[src/rtl/game_io_responder_if.sv]
// CPU data-bus slice seen by the game I/O block.
// The CPU side drives we/a/wd; the block answers with rd/hit.
interface game_io_responder_if;
    logic        we;
    logic [31:0] a;
    logic [31:0] wd;
    logic [31:0] rd;
    logic        hit;

    modport master (
        output we,
        output a,
        output wd,
        input  rd,
        input  hit
    );

    modport slave (
        input  we,
        input  a,
        input  wd,
        output rd,
        output hit
    );
endinterface

[src/rtl/game_io_responder.sv]
// Game I/O peripheral: LFSR, down-count timer, button edge capture, LEDs.
// Sits beside data memory; reads are combinational from registered state.
module game_io_responder #(
    parameter logic [31:0] BASE_ADDR = 32'h0000_0400,
    parameter int          NBTN      = 4,
    parameter int          NLED      = 8,
    parameter int          PRESCALE  = 50000,
    parameter logic [31:0] SEED      = 32'hACE1_2345
) (
    input  logic            clk,
    input  logic            rst,
    game_io_responder_if.slave bus,
    input  logic [NBTN-1:0] btn,
    output logic [NLED-1:0] leds,
    output logic            irq_timer
);

    localparam int PW = (PRESCALE > 1) ? $clog2(PRESCALE) : 1;
    localparam logic [PW-1:0] PRE_LAST = PW'(PRESCALE - 1);

    logic [2:0]      off;
    logic            wr;
    logic            wr_status;
    logic            wr_rand;
    logic            wr_timer;
    logic            wr_leds;

    logic [31:0]     lfsr;
    logic [31:0]     lfsr_adv;
    logic [31:0]     count;
    logic [PW-1:0]   presc;
    logic            tick;
    logic            expire_now;
    logic            expired;
    logic            pending;
    logic [NBTN-1:0] btn_mask;
    logic [NLED-1:0] led_reg;
    logic [NBTN-1:0] sync1;
    logic [NBTN-1:0] sync2;
    logic [NBTN-1:0] sync3;
    logic [NBTN-1:0] rise;

    logic            unused_addr_lsb;

    assign unused_addr_lsb = &{1'b0, bus.a[1:0]};

    assign bus.hit   = (bus.a[31:5] == BASE_ADDR[31:5]);
    assign off       = bus.a[4:2];
    assign wr        = bus.we && bus.hit;
    assign wr_status = wr && (off == 3'd0);
    assign wr_rand   = wr && (off == 3'd2);
    assign wr_timer  = wr && (off == 3'd3);
    assign wr_leds   = wr && (off == 3'd4);

    assign lfsr_adv   = (lfsr >> 1) ^ (lfsr[0] ? 32'h8020_0003 : 32'h0);
    assign tick       = (count != 32'd0) && (presc == PRE_LAST);
    assign expire_now = tick && (count == 32'd1) && !wr_timer;
    assign rise       = sync2 & ~sync3;

    assign leds      = led_reg;
    assign irq_timer = expired;

    // Register read mux; unmapped offsets and misses read zero.
    always_comb begin
        bus.rd = 32'h0;
        if (bus.hit) begin
            case (off)
                3'd0:    bus.rd = {30'h0, expired, pending};
                3'd1:    bus.rd = {{(32-NBTN){1'b0}}, btn_mask};
                3'd2:    bus.rd = lfsr;
                3'd3:    bus.rd = count;
                3'd4:    bus.rd = {{(32-NLED){1'b0}}, led_reg};
                default: bus.rd = 32'h0;
            endcase
        end
    end

    // LFSR: free-running, a store reseeds it (zero would lock it up).
    always_ff @(posedge clk) begin
        if (rst) begin
            lfsr <= SEED;
        end else if (wr_rand) begin
            lfsr <= (bus.wd == 32'h0) ? 32'h1 : bus.wd;
        end else begin
            lfsr <= lfsr_adv;
        end
    end

    // Timer: prescaler runs only while the count is nonzero.
    always_ff @(posedge clk) begin
        if (rst) begin
            count <= 32'h0;
            presc <= '0;
        end else if (wr_timer) begin
            count <= bus.wd;
            presc <= '0;
        end else if (count != 32'h0) begin
            if (tick) begin
                presc <= '0;
                count <= count - 32'd1;
            end else begin
                presc <= presc + PW'(1);
            end
        end
    end

    // Status flags: a new event in the same cycle wins over the clear.
    always_ff @(posedge clk) begin
        if (rst) begin
            expired  <= 1'b0;
            pending  <= 1'b0;
            btn_mask <= '0;
        end else begin
            if (expire_now) begin
                expired <= 1'b1;
            end else if (wr_status && bus.wd[1]) begin
                expired <= 1'b0;
            end
            if (rise != '0) begin
                pending <= 1'b1;
            end else if (wr_status && bus.wd[0]) begin
                pending <= 1'b0;
            end
            if (wr_status && bus.wd[0]) begin
                btn_mask <= rise;
            end else begin
                btn_mask <= btn_mask | rise;
            end
        end
    end

    // Button synchronizer plus delayed copy for rising-edge detect.
    always_ff @(posedge clk) begin
        if (rst) begin
            sync1 <= '0;
            sync2 <= '0;
            sync3 <= '0;
        end else begin
            sync1 <= btn;
            sync2 <= sync1;
            sync3 <= sync2;
        end
    end

    // LED output register.
    always_ff @(posedge clk) begin
        if (rst) begin
            led_reg <= '0;
        end else if (wr_leds) begin
            led_reg <= bus.wd[NLED-1:0];
        end
    end

endmodule

[src/flat_wrapper.sv]
// flat-port wrapper written by rule: the top's interface ports become plain ports
module game_io_responder_flat 
#(
    parameter logic [31:0] BASE_ADDR = 32'h0000_0400,
    parameter int          NBTN      = 4,
    parameter int          NLED      = 8,
    parameter int          PRESCALE  = 50000,
    parameter logic [31:0] SEED      = 32'hACE1_2345
)
  (clk, rst, btn, leds, irq_timer, bus_we, bus_a, bus_wd, bus_rd, bus_hit);
  game_io_responder_if bus_i ();
  input  logic clk;
  input  logic rst;
  input  logic [NBTN-1:0] btn;
  output logic [NLED-1:0] leds;
  output logic irq_timer;
  input wire logic [$bits(bus_i.we)-1:0] bus_we;
  input wire logic [$bits(bus_i.a)-1:0] bus_a;
  input wire logic [$bits(bus_i.wd)-1:0] bus_wd;
  output wire logic [$bits(bus_i.rd)-1:0] bus_rd;
  output wire logic [$bits(bus_i.hit)-1:0] bus_hit;
  assign bus_i.we = bus_we;
  assign bus_i.a = bus_a;
  assign bus_i.wd = bus_wd;
  assign bus_rd = bus_i.rd;
  assign bus_hit = bus_i.hit;
  game_io_responder #(.BASE_ADDR(BASE_ADDR), .NBTN(NBTN), .NLED(NLED), .PRESCALE(PRESCALE), .SEED(SEED)) u_core (.clk(clk), .rst(rst), .bus(bus_i), .btn(btn), .leds(leds), .irq_timer(irq_timer));
endmodule
[config.mk]
export PLATFORM = sky130hd
export DESIGN_NAME = game_io_responder_flat
export DESIGN_NICKNAME = d
export VERILOG_FILES = /design/src/rtl/game_io_responder_if.sv /design/src/rtl/game_io_responder.sv /design/src/flat_wrapper.sv
export SDC_FILE = /design/constraint.sdc
export NUM_CORES = 1
export LEC_CHECK = 0
export ABC_AREA = 1
export BUFFER_PORTS_ARGS = -buffer_cell sky130_fd_sc_hd__buf_2
export CORE_ASPECT_RATIO = 1.25
export CORE_MARGIN = 2
export CORE_UTILIZATION = 55
export DETAILED_ROUTE_END_ITERATION = 10
export PLACE_DENSITY = 0.77
export SLEW_MARGIN = 20
export SYNTH_ARGS = -nofsm -noshare
export SYNTH_HDL_FRONTEND = slang
export SYNTH_SLANG_ARGS = --single-unit
[constraint.sdc]
create_clock -name clk -period 2.6 [get_ports clk]
set_input_delay 0.39 -clock clk [delete_from_list [all_inputs] [get_ports clk]]
set_output_delay 0.39 -clock clk [all_outputs]
set_load 0.02 [all_outputs]
==> flow_summary.ini <==
[cells_and_area]
stdcell_count = 1256
nNetsFinal = 1191
fill_cells = 1060
syn_to_final_growth_pct = 16.5
seq_area_um2 = 2120
final_core_util_pct = 65.7
drive_gt1_share_pct = 15.2
insertedDiodeCount = 0
postLayoutCellArea_um2 = 7310
multi_input_area_um2 = 3690

[cts]
clk-insertion-delay-late_ns = 0.36
cts_setup_buffers = 0
clk_pin_slew_ns = 0.07
hold_buffers = 0
cts.sinks = 106
root_buffer = clkbuf_16
cts_made_buffers = 9
post_cts_resized = 0
clock_path_buffers = 2
cts_tree = built
htree_levels = 3

[die]
fp.dieW_um = 99.5
die_area_um2 = 12300
initial_utilization_pct = 56.4
fp-row-count = 43
pin_count = 113
fp.dieH_um = 123
core-area_um2 = 11100

[synthesis]
ys_seq_elements = 106
ys_warn_count = 0
synth_cells = 1012
synth_fa_ha_area_share_pct = 0.797
syn-num-nets = 1087
synth_top_family_by_area = simple AND/OR/NAND/NOR gates
yosys.area_share.simple_pct = 42.2
synth_top_area_share_pct = 33.8
synth_common_cells = nand2_1 (310), nor2_1 (196), dfxtp_1 (106)
synth.distinct_cells = 38
ys_top_cells_by_area = dfxtp_1 (34%), nand2_1 (19%), nor2_1 (12%)
synth_edf_count = 0
synth_xor_xnor_area_share_pct = 3.91
synth_seq_area_share_pct = 33.8
syn_avg_cell_area_um2 = 6.20
synth-compound-area-share_pct = 11.8
post-synth-top-count-cell = nand2_1
synthArstFlopShare_pct = 0
synth_area_um2 = 6280
yosysTopAreaCell = dfxtp_1
synthMuxAreaShare_pct = 0
ys.flop_type = dfxtp_1

[drt]
drt_iter0_drc = 622
wl_per_cell_um = 15.3
dr_total_vias = 6961
detail-route-antenna-nets = 0
drc = 0
drtPass1Iterations = 6
wirelength_um = 19200
viasPerCell = 5.54

[sta]
fmax_mhz = 424
fin_tns_setup_ns = 0
setup_viol = 0
final.min_clock_period_ns = 2.36
slew_headroom_pct = 44.6
finClkSkew_ns = 0.00839
hold_violations = 0
tightest_slew_ns = 0.825
rsz0062_at_grt = no
period_share_pct = 90.8
finalMaxSlewViolations = 0

[worst_setup_path]
startpoint_type = input pin
cp_max_fo = 24
critical_path_arrival_ns = 1.97
crit_path_end_kind = output port
crit_type = input pin to output port
required_ns = 2.21

[power]
combPwrFrac_pct = 7.6
p_int_mw = 2.47
pwr-share-seq_pct = 51.0
peakVddDrop_uv = 382
sw_frac_of_total_pct = 26.1
p_sw_uw = 871
clock_power_share_pct = 41.4
power_leakage_nw = 3.48
power.density_nw_per_um2 = 456

[hold_path]
holdCritPathClass = input pin to register

[global_route]
use_met3_pct = 3.90
top_usage_layer = met2
met1_usage_pct = 43.4
grt_max_degree = 52
grt_usage_pct = 31.5
grt_first_pass_wirelength_um = 30400
use_met2_pct = 50.8
grt_pass1_vias = 6046
overflow = 0
antenna_found_initial = 0

[place]
port_buffers = 110
hpwl_um = 14400
postPlaceCellArea_um2 = 7020
dp.cells = 1240
gp_congestion = 1.01

[run_status]
status = completed

[job]
cap_violations = 0
==> path summary, 6_finish.rpt <==
check / from / end / slack (ns) / depth (start not counted)
hold reg to reg: u_core.sync1[2] / u_core.sync2[2] / 0.41 / 2
hold / removal: btn[0] / u_core.sync1[0] / 0.23 / 3
setup reg to reg: u_core.presc[0] / u_core.irq_timer / 0.31 / 7
setup / recovery: bus_a[12] / bus_rd[9] / 0.24 / 8
==> through the flow <==
| stage | setup slack (ns) | power [mW] | hold WS [ns] |
|---|---|---|---|
| 2_1_floorplan | 0.422 | 1.86 | 0.388 |
| 3_3_place_gp | 0.267 | 1.98 | 0.389 |
| 3_5_place_dp | 0.262 | 1.99 | 0.397 |
| 4_1_cts | 0.257 | 3.33 | 0.233 |
| 5_1_grt | 0.0501 | 3.44 | 0.242 |
| 6_report | 0.239 | 3.34 | 0.229 |
==> metal layers <==
metal	wire (µm)	vias up
li1	-	3465
met1	8060	3115
met2	9010	342
met3	1630	39
met4	496	0
met5	0	-
==> state kept, by name, summed over array words and instances, names as in the netlist, 4 cells and up <==
| register | cells |
|---|---|
| u_core.btn_mask | 4 |
| u_core.presc | 16 |
| u_core.sync1 | 4 |
| u_core.lfsr | 32 |
| u_core.sync3 | 4 |
| u_core.sync2 | 4 |
| u_core.count | 32 |
| u_core.leds | 8 |
==> cells in the final DEF, fill, tap and decap left out, drive strengths merged <==
cell type,instances
nand2,315
nor2,208
buf,129
dfxtp,106
inv,84
a21oi,55
nand3,55
o21ai,32
nand4,27
a22oi,26
xor2,18
xnor2,10
clkbuf,10
nor3,10
o211ai,7
nor4,7
a31oi,6
ha,4
clkinv,4
a221oi,2
nand3b,2
or2,1
nor3b,1
and3,1
clkinvlp,1
==> cell type report <==
type | count | area share, %
multi-input cells | 787 | 50.5
clock buffers | 10 | 3.27
flip-flops and latches | 106 | 29.0
repair buffers | 129 | 9.82
inverters | 83 | 4.33
well taps | 135 | 2.31
clock inverters | 6 | 0.770
==> worst max-delay path, cell delays in order <==
cell	delay (ns)
buf_2	0.10
nor3_1	0.26
nand2_1	0.10
nor2_2	0.32
o21ai_2	0.22
buf_4	0.27
nor2_1	0.13
buf_2	0.18
==> power groups by stage <==
stage	clock, mW	combinational [mW]	sequential, mW
6_report	1.38	0.253	1.70
5_1_grt	1.45	0.280	1.71
4_1_cts	1.38	0.248	1.70
3_5_place_dp	0	0.247	1.74
3_3_place_gp	0	0.245	1.74
2_1_floorplan	0	0.131	1.73
==> logic make-up (layout without fill, tap and decap cells) <==
group,after synthesis,after routing
flops,106,106
simple gates,627,627
xor+xnor,28,28
fa+ha+maj,4,4
buf+inv,119,228
compound gates,128,128
No activity file was read; power rests on OpenSTA's default activity.
